[src/rtl/dm_dump_pkg.sv]
// Shared constants, FSM state type and small helpers for the data-memory UART dump.
// Latency: n/a (definitions only).
// Backpressure: n/a (definitions only).
package dm_dump_pkg;

  localparam int DM_ADDR_W  = 4;
  localparam int DM_DATA_W  = 8;
  localparam int DM_DEPTH   = 16;
  localparam int FRAME_BITS = 10;

  // One start bit and one stop bit frame the data bits.
  localparam int DATA_BITS = FRAME_BITS - 2;

  // Wide enough for the largest legal CLKS_PER_BIT (65535).
  localparam int BAUD_W = 16;

  typedef enum logic [2:0] {
    IDLE,
    LOAD,
    START,
    DATA,
    STOP,
    DONE
  } state_e;

  // True when the address is the last word of the memory.
  function automatic logic is_last_addr(input logic [DM_ADDR_W-1:0] addr);
    return addr == DM_ADDR_W'(DM_DEPTH - 1);
  endfunction

endpackage

[src/rtl/dm_dump_tx_baud_gen.sv]
// Bit-period counter: tick marks the last cycle of each CLKS_PER_BIT-cycle bit.
// Latency: tick is combinational from the counter; clear takes effect next cycle.
// Backpressure: none; counts only while enable is high, clear wins over counting.
module baud_gen
  import dm_dump_pkg::*;
#(
  parameter int CLKS_PER_BIT = 868
) (
  input  logic clk,
  input  logic reset,
  input  logic clear,
  input  logic enable,
  output logic tick
);

  localparam logic [BAUD_W-1:0] CNT_MAX = BAUD_W'(CLKS_PER_BIT - 1);

  logic [BAUD_W-1:0] cnt_q;
  logic [BAUD_W-1:0] cnt_d;

  // Tick on the final cycle of the bit period.
  always_comb begin
    tick = enable && (cnt_q == CNT_MAX);
  end

  // Count 0..CNT_MAX, wrapping on tick; clear restarts the period at 0.
  always_comb begin
    cnt_d = cnt_q;
    if (clear) begin
      cnt_d = '0;
    end else if (enable) begin
      cnt_d = tick ? '0 : cnt_q + BAUD_W'(1);
    end
  end

  // Counter register.
  always_ff @(posedge clk or posedge reset) begin
    if (reset) begin
      cnt_q <= '0;
    end else begin
      cnt_q <= cnt_d;
    end
  end

endmodule

[src/rtl/dm_dump_tx.sv]
// Dumps all 16 data-memory bytes over an 8N1 UART line after a halt request.
// Latency: 16*(1+10*CLKS_PER_BIT)+1 cycles start-accept to done (x20 with DUMP_ADDR_HEADER_EN).
// Backpressure: none; start is only sampled in IDLE. DUMP_ADDR_HEADER_EN adds an address header frame.
module dm_dump_tx
  import dm_dump_pkg::*;
#(
  parameter int CLKS_PER_BIT = 868
) (
  input  logic                 clk,
  input  logic                 reset,
  input  logic                 start,
  output logic [DM_ADDR_W-1:0] dm_addr,
  input  logic [DM_DATA_W-1:0] dm_data,
  output logic                 tx,
  output logic                 busy,
  output logic                 done
);

  localparam logic [2:0] LAST_BIT = 3'(DATA_BITS - 1);

  state_e               state_q,  state_d;
  logic [DM_ADDR_W-1:0] addr_q,   addr_d;
  logic [DM_DATA_W-1:0] shift_q,  shift_d;
  logic [2:0]           bit_q,    bit_d;
`ifdef DUMP_ADDR_HEADER_EN
  logic [DM_DATA_W-1:0] data_q,   data_d;
  logic                 second_q, second_d;
`endif

  logic baud_clear;
  logic baud_en;
  logic baud_tick;

  // Bit timing only runs while a frame is on the line; every state entry restarts it.
  always_comb begin
    baud_en    = (state_q == START) || (state_q == DATA) || (state_q == STOP);
    baud_clear = (state_d != state_q);
  end

  baud_gen #(
    .CLKS_PER_BIT(CLKS_PER_BIT)
  ) u_baud_gen (
    .clk   (clk),
    .reset (reset),
    .clear (baud_clear),
    .enable(baud_en),
    .tick  (baud_tick)
  );

  // Outputs decoded straight from state so reset forces tx high without a clock.
  always_comb begin
    tx   = 1'b1;
    busy = (state_q != IDLE);
    done = (state_q == DONE);
    case (state_q)
      START:   tx = 1'b0;
      DATA:    tx = shift_q[0];
      default: tx = 1'b1;
    endcase
    dm_addr = addr_q;
  end

  // Next-state logic: sequence LOAD -> START -> DATA x8 -> STOP per byte over all addresses.
  always_comb begin
    state_d  = state_q;
    addr_d   = addr_q;
    shift_d  = shift_q;
    bit_d    = bit_q;
`ifdef DUMP_ADDR_HEADER_EN
    data_d   = data_q;
    second_d = second_q;
`endif
    case (state_q)
      IDLE: begin
        if (start) begin
          addr_d  = '0;
          state_d = LOAD;
        end
      end
      LOAD: begin
        // The byte is captured here only, so later read-port changes cannot disturb it.
`ifdef DUMP_ADDR_HEADER_EN
        shift_d  = {4'h0, addr_q};
        data_d   = dm_data;
        second_d = 1'b0;
`else
        shift_d  = dm_data;
`endif
        state_d = START;
      end
      START: begin
        if (baud_tick) begin
          bit_d   = '0;
          state_d = DATA;
        end
      end
      DATA: begin
        if (baud_tick) begin
          shift_d = shift_q >> 1;
          if (bit_q == LAST_BIT) begin
            state_d = STOP;
          end else begin
            bit_d = bit_q + 3'd1;
          end
        end
      end
      STOP: begin
        if (baud_tick) begin
`ifdef DUMP_ADDR_HEADER_EN
          if (!second_q) begin
            // Header frame finished: send the held data byte without re-reading memory.
            shift_d  = data_q;
            second_d = 1'b1;
            state_d  = START;
          end else if (is_last_addr(addr_q)) begin
            state_d = DONE;
          end else begin
            addr_d  = addr_q + 4'd1;
            state_d = LOAD;
          end
`else
          if (is_last_addr(addr_q)) begin
            state_d = DONE;
          end else begin
            addr_d  = addr_q + 4'd1;
            state_d = LOAD;
          end
`endif
        end
      end
      DONE: begin
        state_d = IDLE;
      end
      default: begin
        state_d = IDLE;
      end
    endcase
  end

  // State and datapath registers.
  always_ff @(posedge clk or posedge reset) begin
    if (reset) begin
      state_q  <= IDLE;
      addr_q   <= '0;
      shift_q  <= '0;
      bit_q    <= '0;
`ifdef DUMP_ADDR_HEADER_EN
      data_q   <= '0;
      second_q <= 1'b0;
`endif
    end else begin
      state_q  <= state_d;
      addr_q   <= addr_d;
      shift_q  <= shift_d;
      bit_q    <= bit_d;
`ifdef DUMP_ADDR_HEADER_EN
      data_q   <= data_d;
      second_q <= second_d;
`endif
    end
  end

endmodule

[config.mk]
export PLATFORM = sky130hd
export DESIGN_NAME = dm_dump_tx
export DESIGN_NICKNAME = d
export VERILOG_FILES = /design/src/rtl/dm_dump_pkg.sv /design/src/rtl/dm_dump_tx_baud_gen.sv /design/src/rtl/dm_dump_tx.sv
export SDC_FILE = /design/constraint.sdc
export NUM_CORES = 1
export LEC_CHECK = 0
export ABC_AREA = 0
export CORE_UTILIZATION = 55
export CTS_BUF_LIST = sky130_fd_sc_hd__clkbuf_8 sky130_fd_sc_hd__clkbuf_16
export DETAILED_ROUTE_END_ITERATION = 10
export GPL_TIMING_DRIVEN = 0
export PLACE_DENSITY = 0.76
export SLEW_MARGIN = 40
export SYNTH_ARGS = -nofsm -noshare
export SYNTH_HDL_FRONTEND = slang
export SYNTH_SLANG_ARGS = --single-unit
export TNS_END_PERCENT = 5
[constraint.sdc]
create_clock -name clk -period 5.25 [get_ports clk]
set_input_delay 1.05 -clock clk [delete_from_list [all_inputs] [get_ports clk]]
set_output_delay 1.05 -clock clk [all_outputs]
set_load 0.01 [all_outputs]
# Yosys cells after proc, flatten, opt, wreduce, memory -nomap -nowiden
# Index checks and enable logic that the tools add are counted.
[totals]
ff_bits = 34
latch_bits = 0
ramBits = 0
mem_bits_ro = 0
out_inout_bits = 7
memories = 0
[classes]
n_addsub = 3
n_mul = 0
n_div = 0
magnitude_cmp = 0
n_eq_ne = 15
n_shift = 0
n_mux = 21
bitwise = 0
n_reduce_logical = 12
[op_table]
columns = ["op", "n"]
rows = [
  ["two-way mux 16 bit", 3],
  ["two-way mux 3 bit", 9],
  ["adder 16 x 1 -> 16 bit (second input constant)", 1],
  ["== test 16 x 10 -> 1 bit (second input constant)", 1],
  ["case mux 8 bit (2 select lines)", 1],
  ["case mux 3 bit (5 select lines)", 1],
  ["two-way mux 4 bit", 3],
  ["== test 3 bit (second input constant)", 3],
  ["two-way mux 8 bit", 1],
  ["case mux 4 bit (2 select lines)", 1],
  ["AND reduction 4 bit", 2],
  ["nonzero test 2 bit", 4],
  ["== test 3 x 2 -> 1 bit (second input constant)", 2],
  ["!= test 2 x 1 -> 1 bit (second input constant)", 3],
  ["!= test 2 bit (second input constant)", 3],
  ["case mux 3 bit (2 select lines)", 1],
  ["adder 4 x 1 -> 4 bit (second input constant)", 1],
  ["== test 4 bit (second input constant)", 1],
  ["adder 3 x 1 -> 3 bit (second input constant)", 1],
  ["== test 3 x 1 -> 1 bit (second input constant)", 1],
  ["zero test 3 bit", 1],
  ["!= test 3 bit", 1],
  ["nonzero test 3 bit", 1],
  ["logical OR 1 bit", 2],
  ["3 further kinds", 3],
]

# Logic depth before layout (Yosys ltp)
# Gate-level depths: netlist of the first run.
[depth]
word_depth = 8
depth_mapped = 7
depth_no_buf = 6

# Cells and area by module
# From an unflattened synthesis of the first run, not the netlist that was laid out.
[hier_totals]
cells_unflattened = 204
area_unflattened_um2 = 1971.9
[modules_own_cells]
columns = ["mod", "n_inst", "cells_each", "area_each_um2"]
rows = [
  ["dm_dump_tx", 1, 108, 1091.0],
  ["baud_gen", 1, 96, 880.8],
]

# Worst setup path after synthesis of the first run
# Ideal clock, no wire load.
[synth_path]
path_kind = "flip-flop to flip-flop"
start = "register u_baud_gen.cnt_q[4]"
end = "register u_baud_gen.cnt_q[14]"
setup_time_ns = 0.125
arrival_time_ns = 2.072
t_required_ns = 5.125
path_slack_ns = 3.053
stages_incl_launch_ff = 8
period_less_slack_ns = 2.197
cell_sequence = "dfrtp_1 buf_6 or4_4 or4_4 buf_6 a21oi_2 a2bb2oi_2 nor2_1"
[synth_via]
elab_chain_len = 6
[synth_lines]
columns = ["item", "line_no", "rtl"]
rows = [
  ["from (decl)", "dm_dump_tx_baud_gen.sv:18", "logic [BAUD_W-1:0] cnt_q;"],
  ["from (signal assigned)", "dm_dump_tx_baud_gen.sv:41", "cnt_q <= cnt_d;"],
  ["branches (longest 6 deep; another with adder 16 x 1 -> 16 bit)", "-", ""],
]
# Parallel ways; which one is timed is not known. The select of a mux whose other input is x is not followed.
# A chain may end at the register's enable or synchronous reset.

# Worst setup path after layout of the first run
[layout_path]
start = "register state_q[1]"
end = "output done"
[layout_via]
elab_chain_len = 1
[layout_lines]
columns = ["item", "line_no", "rtl"]
rows = [
  ["from (decl)", "dm_dump_tx.sv:21", "state_e state_q, state_d;"],
  ["from (signal assigned)", "dm_dump_tx.sv:152", "state_q <= state_d;"],
  ["== test 3 bit", "dm_dump_tx.sv:54", "done = (state_q == DONE);"],
  ["to (decl)", "dm_dump_tx.sv:16", "output logic done"],
]
# No other way between the ends.

==> results.yml, run 1 <==
yosys:
  netlist_instances: 211
  synth.cell_area_mm2: 0.00190
  synth.largest_area_cell: "sky130_fd_sc_hd__dfrtp_1"
  yosys-top-cells-count: "sky130_fd_sc_hd__dfrtp_1 (34), sky130_fd_sc_hd__a21oi_1 (24), sky130_fd_sc_hd__nor2_1 (22)"
  yosys.area.top_type_share_pct: 44.8
  synth.distinct_cells: 42
  number_of_enable_flip_flop_cells_after_synthesis: 0
  yosys_warnings: 0
  yosysSeqAreaShare_pct: 44.8
  synthesis.area_per_instance_um2: 9.01
  synth_async_sr_flop_share_pct: 100
  mappedNetlistNets: 226
  ys.flop_type: "sky130_fd_sc_hd__dfrtp_1"
  ys_top_cells_by_area: "sky130_fd_sc_hd__dfrtp_1 (45%), sky130_fd_sc_hd__a21oi_1 (6.3%), sky130_fd_sc_hd__nor2_1 (4.3%)"
  yosys.cell_count.top_type: "sky130_fd_sc_hd__dfrtp_1"
  yosys_register_bits: 34
routing:
  via_per_inst: 6.11
  vias: 1706
  detail_route.iter0.violations: 149
  drc_errors: 0
  routed_wire_length_per_instance_um: 15.7
  ant_nets: 0
  totalWireLength_mm: 4.39
  detail_route.first_pass.iterations: 4
global_routing:
  grt.met3_usage_pct: 8.32
  grt_antenna_before_repair: 0
  first_global_vias: 1567
  grt_first_pass_wirelength_mm: 7.42
  grt_util_all_layers_pct: 27.9
  grt.busiest_layer: "met2"
  grt_start_max_net_pins: 35
  grt_overflow_total: 0
  grt_use_met1_pct: 39.1
  met2_usage_in_global_routing_pct: 41.3
sta:
  worst_slack_ns: 2.02
  setup-tns-final_ns: 0
  report.final.setup_viol: 0
  fmax_ghz: 0.309
  fin_skew_ns: 0.00265
  report.final.slew_viol_count: 0
  final.min_clock_period_ns: 3.23
  rsz0062_at_grt: "no"
  maxSlewHeadroom_pct: 54.3
  final.period_utilization_pct: 61.6
  worst-slew-pin-transition_ns: 0.676
  hold-worst-slack_ns: 0.528
  hold_viol: 0
placement:
  post-place-ws_ns: 2.37
  hpwlAfterDp_mm: 3.11
  placedInstanceArea_mm2: 0.00213
  place_congestion: 0.874
  port-buffer-count: 17
critical_path:
  worst-endpoint-arrival_ns: 2.18
  crit_type: "reg2out"
  reg2regPathDepth: 7
  crit_path_max_fanout: 10
  worst-endpoint-required_ns: 4.20
  crit_path_end_kind: "output pin"
  worst_setup_path_start_kind: "flop"
cells_and_area:
  postLayoutCellArea_mm2: 0.00220
  finalNetCount: 250
  diodes: 0
  fraction_of_final_layout_cells_with_drive_strength_greater_than_1_pct: 8.94
  post-route-util_pct: 69.9
  synthesis_to_finish_area_growth_pct: 16.0
  layout.filler_cells: 274
min_path:
  min-delay-path-class: "reg2reg"
  hold_path_depth: 1
die:
  initial_utilization_pct: 60.3
  core.rowCount: 20
  io-pin-count: 18
  fp.coreArea_mm2: 0.00315
  die_width_um: 60.8
  die_h_um: 60.8
  floorplan.die_area_mm2: 0.00369
clock_network:
  numClockSinks: 34
  worstSkewPairLatency_ns: 0.29
  postCtsSetupRepairBufs: 0
  tritoncts_clock_tree: "done"
  clk_transition_reported_paths_ns: 0.07
  h-tree-depth: 2
  root_buffer: "sky130_fd_sc_hd__clkbuf_8"
  clock_path_buffers: 2
  post_cts.resized_instances: 0
  cts-buffers-inserted: 5
  cts.hold.buffers_added: 0
pwr:
  total_leakage_power_nw: 0.912
  peak_vdd_ir_mv: 0.193
  cellPowerDensity_mw_per_mm2: 214
status:
  status: "complete, no violations"
run:
  maxCapViolations: 0
[area by class of cell]
cell class | instances | area [µm²] | area share [%]
sequential | 34 | 851 | 38.6
multi-input combinational | 162 | 976 | 44.3
clock inverter | 2 | 10.0 | 0.454
inverter | 4 | 15.0 | 0.681
clock buffer | 5 | 68.8 | 3.12
buffer | 11 | 58.8 | 2.67
timing repair buffer | 17 | 170 | 7.72
tap | 44 | 55.1 | 2.50
[worst max-delay path, cell delays in order, from the launching register on]
cell and delay, ns:
sky130_fd_sc_hd__dfrtp_1 0.46, sky130_fd_sc_hd__clkbuf_1 0.43, sky130_fd_sc_hd__clkbuf_1 0.41, sky130_fd_sc_hd__nor2_1 0.10, sky130_fd_sc_hd__clkdlybuf4s50_1 0.49
[final timing paths]
| check | slack (ns) | end | from |
|---|---|---|---|
| max | 2.02 | done | state_q[1] |
| min | 0.53 | bit_q[1] | bit_q[1] |
| max reg2reg | 2.86 | shift_q[2] | u_baud_gen.cnt_q[4] |
| min reg2reg | 0.53 | bit_q[1] | bit_q[1] |
| max in group asynchronous | 3.62 | u_baud_gen.cnt_q[4] | reset |
| min in group asynchronous | 1.19 | dm_addr[1] | reset |
[power by group]
part / leakage (nW) / internal (mW) / switching [mW]
sequential: 0.431 / 0.266 / 0.00316
clock: 0.0438 / 0.0888 / 0.0915
combinational: 0.437 / 0.0118 / 0.0102
total: 0.912 / 0.367 / 0.105
[registers in the layout, summed over array words and instances, names as in the netlist]
register,count
u_baud_gen.cnt_q,16
shift_q,8
dm_addr,4
bit_q,3
state_q,3
[cell families after synthesis]
| kind of cell | count (synthesis) | share of synthesized area, % |
|---|---|---|
| compound gates | 58 | 19.4 |
| buf+inv | 15 | 3.88 |
| flops | 34 | 44.8 |
| mux | 1 | 0.592 |
| xor+xnor | 8 | 3.69 |
| fa+ha+maj | 4 | 2.63 |
| simple gates | 91 | 25.0 |
[layer usage]
layer | vias up | part of all wire (%)
li1 | 815 | -
met1 | 832 | 46
met2 | 53 | 47
met3 | 6 | 5.3
met4 | 0 | 1.0
met5 | - | 0
[cell usage in the layout (no fill, tap or decap), drive strengths merged, types with 2 or more instances in the layout]
master / n
dfrtp: 34
a21oi: 25
nor2: 22
nand2: 21
clkdlybuf4s50: 17
nand3: 13
o21ai: 13
clkbuf: 12
xor2: 7
o22ai: 7
nand4: 6
nor3: 6
nand3b: 4
ha: 4
inv: 4
buf: 4
or4: 4
nand2b: 3
nor4: 3
or3b: 2
nor2b: 2
a21o: 2
a22o: 2
or3: 2
clkinv: 2
[through the flow]
step	cells	total power, mW
CTS	279	0.474
detailed placement	272	0.297
floorplan	211	0.283
global placement	272	0.295
finish	279	0.472
global route	279	0.490
Power figures use the tool's default switching activity.
==> run 2, diff against run 1 <==
==> constraint.sdc (replaced) <==
create_clock -name clk -period 3.4 [get_ports clk]
set_input_delay 0.68 -clock clk [delete_from_list [all_inputs] [get_ports clk]]
set_output_delay 0.68 -clock clk [all_outputs]
set_load 0.01 [all_outputs]
==> results of run 2 <==
Same layout as run 1 (identical final DEF). Status: complete, no violations.
Among the figures that moved: setup slack after placement 2.37 ns -> 0.895 ns; setup slack after layout 2.02 ns -> 0.537 ns; register-to-register setup slack 2.86 ns -> 1.01 ns; total power 0.472 mW -> 0.728 mW; worst IR drop on VDD 0.193 mV -> 0.299 mV
==> run 3, diff against run 2 <==
==> constraint.sdc (replaced) <==
create_clock -name clk -period 2.7 [get_ports clk]
set_input_delay 0.54 -clock clk [delete_from_list [all_inputs] [get_ports clk]]
set_output_delay 0.54 -clock clk [all_outputs]
set_load 0.01 [all_outputs]
==> run 3 against run 2 <==
Against the previous run: clock skew hardly changed; first-iteration DRC count is 4.0% lower; combinational power is 26% higher; sequential power is 26% higher; global-route usage stayed put; die area stayed put; total power is 26% higher; cell area hardly changed; count of clock-buffer cells in the layout stayed put; clock power is 26% higher; setup slack worse by 0.40 ns; critical path type unchanged.
==> results.yml, run 3 (synthesis gave the netlist of run 1 again) <==
cells_and_area:
  most_common_cell_after_layout_fill_and_taps_aside: "sky130_fd_sc_hd__dfrtp_1"
  fraction_of_final_layout_cells_with_drive_strength_greater_than_1_pct: 9.36
  largest_reg_flops: 16
  multi_input_area_um2: 976
  sequential_cell_area_um2: 851
  synthesis_to_finish_area_growth_pct: 16.1
  layout.filler_cells: 273
  diodes: 0
  final_cell_mix: "sky130_fd_sc_hd__dfrtp_1 (34), sky130_fd_sc_hd__a21oi_1 (24), sky130_fd_sc_hd__nor2_1 (22)"
  postLayoutCellArea_mm2: 0.00221
  registers.top_by_ff_count: "u_baud_gen.cnt_q"
  finalNetCount: 250
clock_network:
  clock_path_buffers: 2
  cts-buffers-inserted: 5
  numClockSinks: 34
  tritoncts_clock_tree: "done"
  h-tree-depth: 2
  clk_transition_reported_paths_ns: 0.07
  cts.hold.buffers_added: 0
  worstSkewPairLatency_ns: 0.28
  root_buffer: "sky130_fd_sc_hd__clkbuf_8"
placement:
  placedInstanceArea_mm2: 0.00213
  place_congestion: 0.874
  post-place-ws_ns: 0.335
  port-buffer-count: 17
  hpwlAfterDp_mm: 3.11
status:
  status: "complete, no violations"
sta:
  setup-tns-final_ns: 0
  final.min_clock_period_ns: 2.56
  worst-slew-pin-transition_ns: 0.696
  report.final.setup_viol: 0
  hold_viol: 0
  worst_slack_ns: 0.135
  rsz0062_at_grt: "no"
  fin_skew_ns: 0.00228
  final.period_utilization_pct: 95.0
  fmax_ghz: 0.390
  report.final.slew_viol_count: 0
  maxSlewHeadroom_pct: 53.5
die:
  fp.coreArea_mm2: 0.00315
  io-pin-count: 18
  core.rowCount: 20
  die_width_um: 60.8
  initial_utilization_pct: 60.3
  floorplan.die_area_mm2: 0.00369
  die_h_um: 60.8
global_routing:
  grt_util_all_layers_pct: 27.9
  met2_usage_in_global_routing_pct: 41.3
  grt_first_pass_wirelength_mm: 7.42
  grt_use_met1_pct: 39.1
  grt_overflow_total: 0
  grt_start_max_net_pins: 35
  grt_antenna_before_repair: 0
  grt.busiest_layer: "met2"
  first_global_vias: 1567
  grt.met3_usage_pct: 8.32
pwr:
  cellPowerDensity_mw_per_mm2: 416
  internal_power_mw: 0.713
  switchingPower_mw: 0.203
  power.clock.fraction_pct: 38.2
  total_leakage_power_nw: 0.914
  peak_vdd_ir_mv: 0.376
  power_frac_comb_pct: 4.7
  switching_share_pct: 22.2
  part_of_the_power_in_registers_pct: 57.2
critical_path:
  crit_chain: "clkbuf_2 > clkbuf_1 > nor2_1 > clkdlybuf4s50_1"
  timing.critical_path.buf_inv: 3
  crit_path_max_fanout: 10
  worst-endpoint-arrival_ns: 2.02
  cpMaxStageDelayCell: "sky130_fd_sc_hd__clkdlybuf4s50_1"
  worst_setup_path_start_kind: "flop"
  crit_path_end_kind: "output pin"
  worst-endpoint-required_ns: 2.16
  crit_family: "buffers and inverters"
  crit_type: "reg2out"
  timing.critical_path.slowest_cell_delay_ns: 0.49
routing:
  drc_errors: 0
  totalWireLength_mm: 4.43
  detail_route.iter0.violations: 143
  via_per_inst: 6.24
  ant_nets: 0
  detail_route.first_pass.iterations: 4
  vias: 1741
  routed_wire_length_per_instance_um: 15.9
run:
  maxCapViolations: 0
min_path:
  min-delay-path-class: "reg2reg"
[run 3: what timing repair did]
item | in CTS | in global routing
endpoints found under the hold margin | 0 | 0
resized for setup | 0 | 2
endpoints found under the setup margin | 0 | 1
buffers inserted | 0 | 0
[run 3: power groups by stage]
stage          Clock [mW]  Combinational, mW  Sequential (mW)
2_1_floorplan           0             0.0179            0.533
3_3_place_gp            0             0.0420            0.533
3_5_place_dp            0             0.0434            0.533
4_1_cts             0.354             0.0437            0.524
5_1_grt             0.382             0.0473            0.524
6_report            0.350             0.0428            0.524
[run 3: area by class of cell]
type | count | share of cell area [%]
Multi-Input combinational cell | 162 | 44.2
Sequential cell | 34 | 38.6
Timing Repair Buffer | 17 | 7.71
Clock buffer | 5 | 3.12
Buffer | 11 | 2.72
Tap cell | 44 | 2.50
Inverter | 4 | 0.681
Clock inverter | 2 | 0.454
[run 3: layer usage]
metal / vias up / wire [µm]
met3: 6 / 287
met4: 0 / 46
li1: 816 / -
met5: - / 0
met2: 67 / 2070
met1: 852 / 2020
[run 3: final timing paths]
path,start,endpoint,slack (ns),cells after the start
max,state_q[1],done,0.14,4
min,bit_q[1],bit_q[1],0.53,1
max reg2reg,u_baud_gen.cnt_q[4],shift_q[3],0.30,7
min reg2reg,bit_q[1],bit_q[1],0.53,1
max in group asynchronous,reset,u_baud_gen.cnt_q[4],1.58,2
min in group asynchronous,reset,dm_addr[1],0.68,2
[run 3: through the flow]
stage / cells / power, mW / hold WS (ns) / util, %
6_report: 279 / 0.917 / 0.528 / 70.0
2_1_floorplan: 211 / 0.551 / 0.477 / -
3_5_place_dp: 272 / 0.577 / 0.519 / 67.4
3_3_place_gp: 272 / 0.575 / 0.495 / 67.4
4_1_cts: 279 / 0.922 / 0.534 / 69.9
5_1_grt: 279 / 0.953 / 0.552 / 70.0
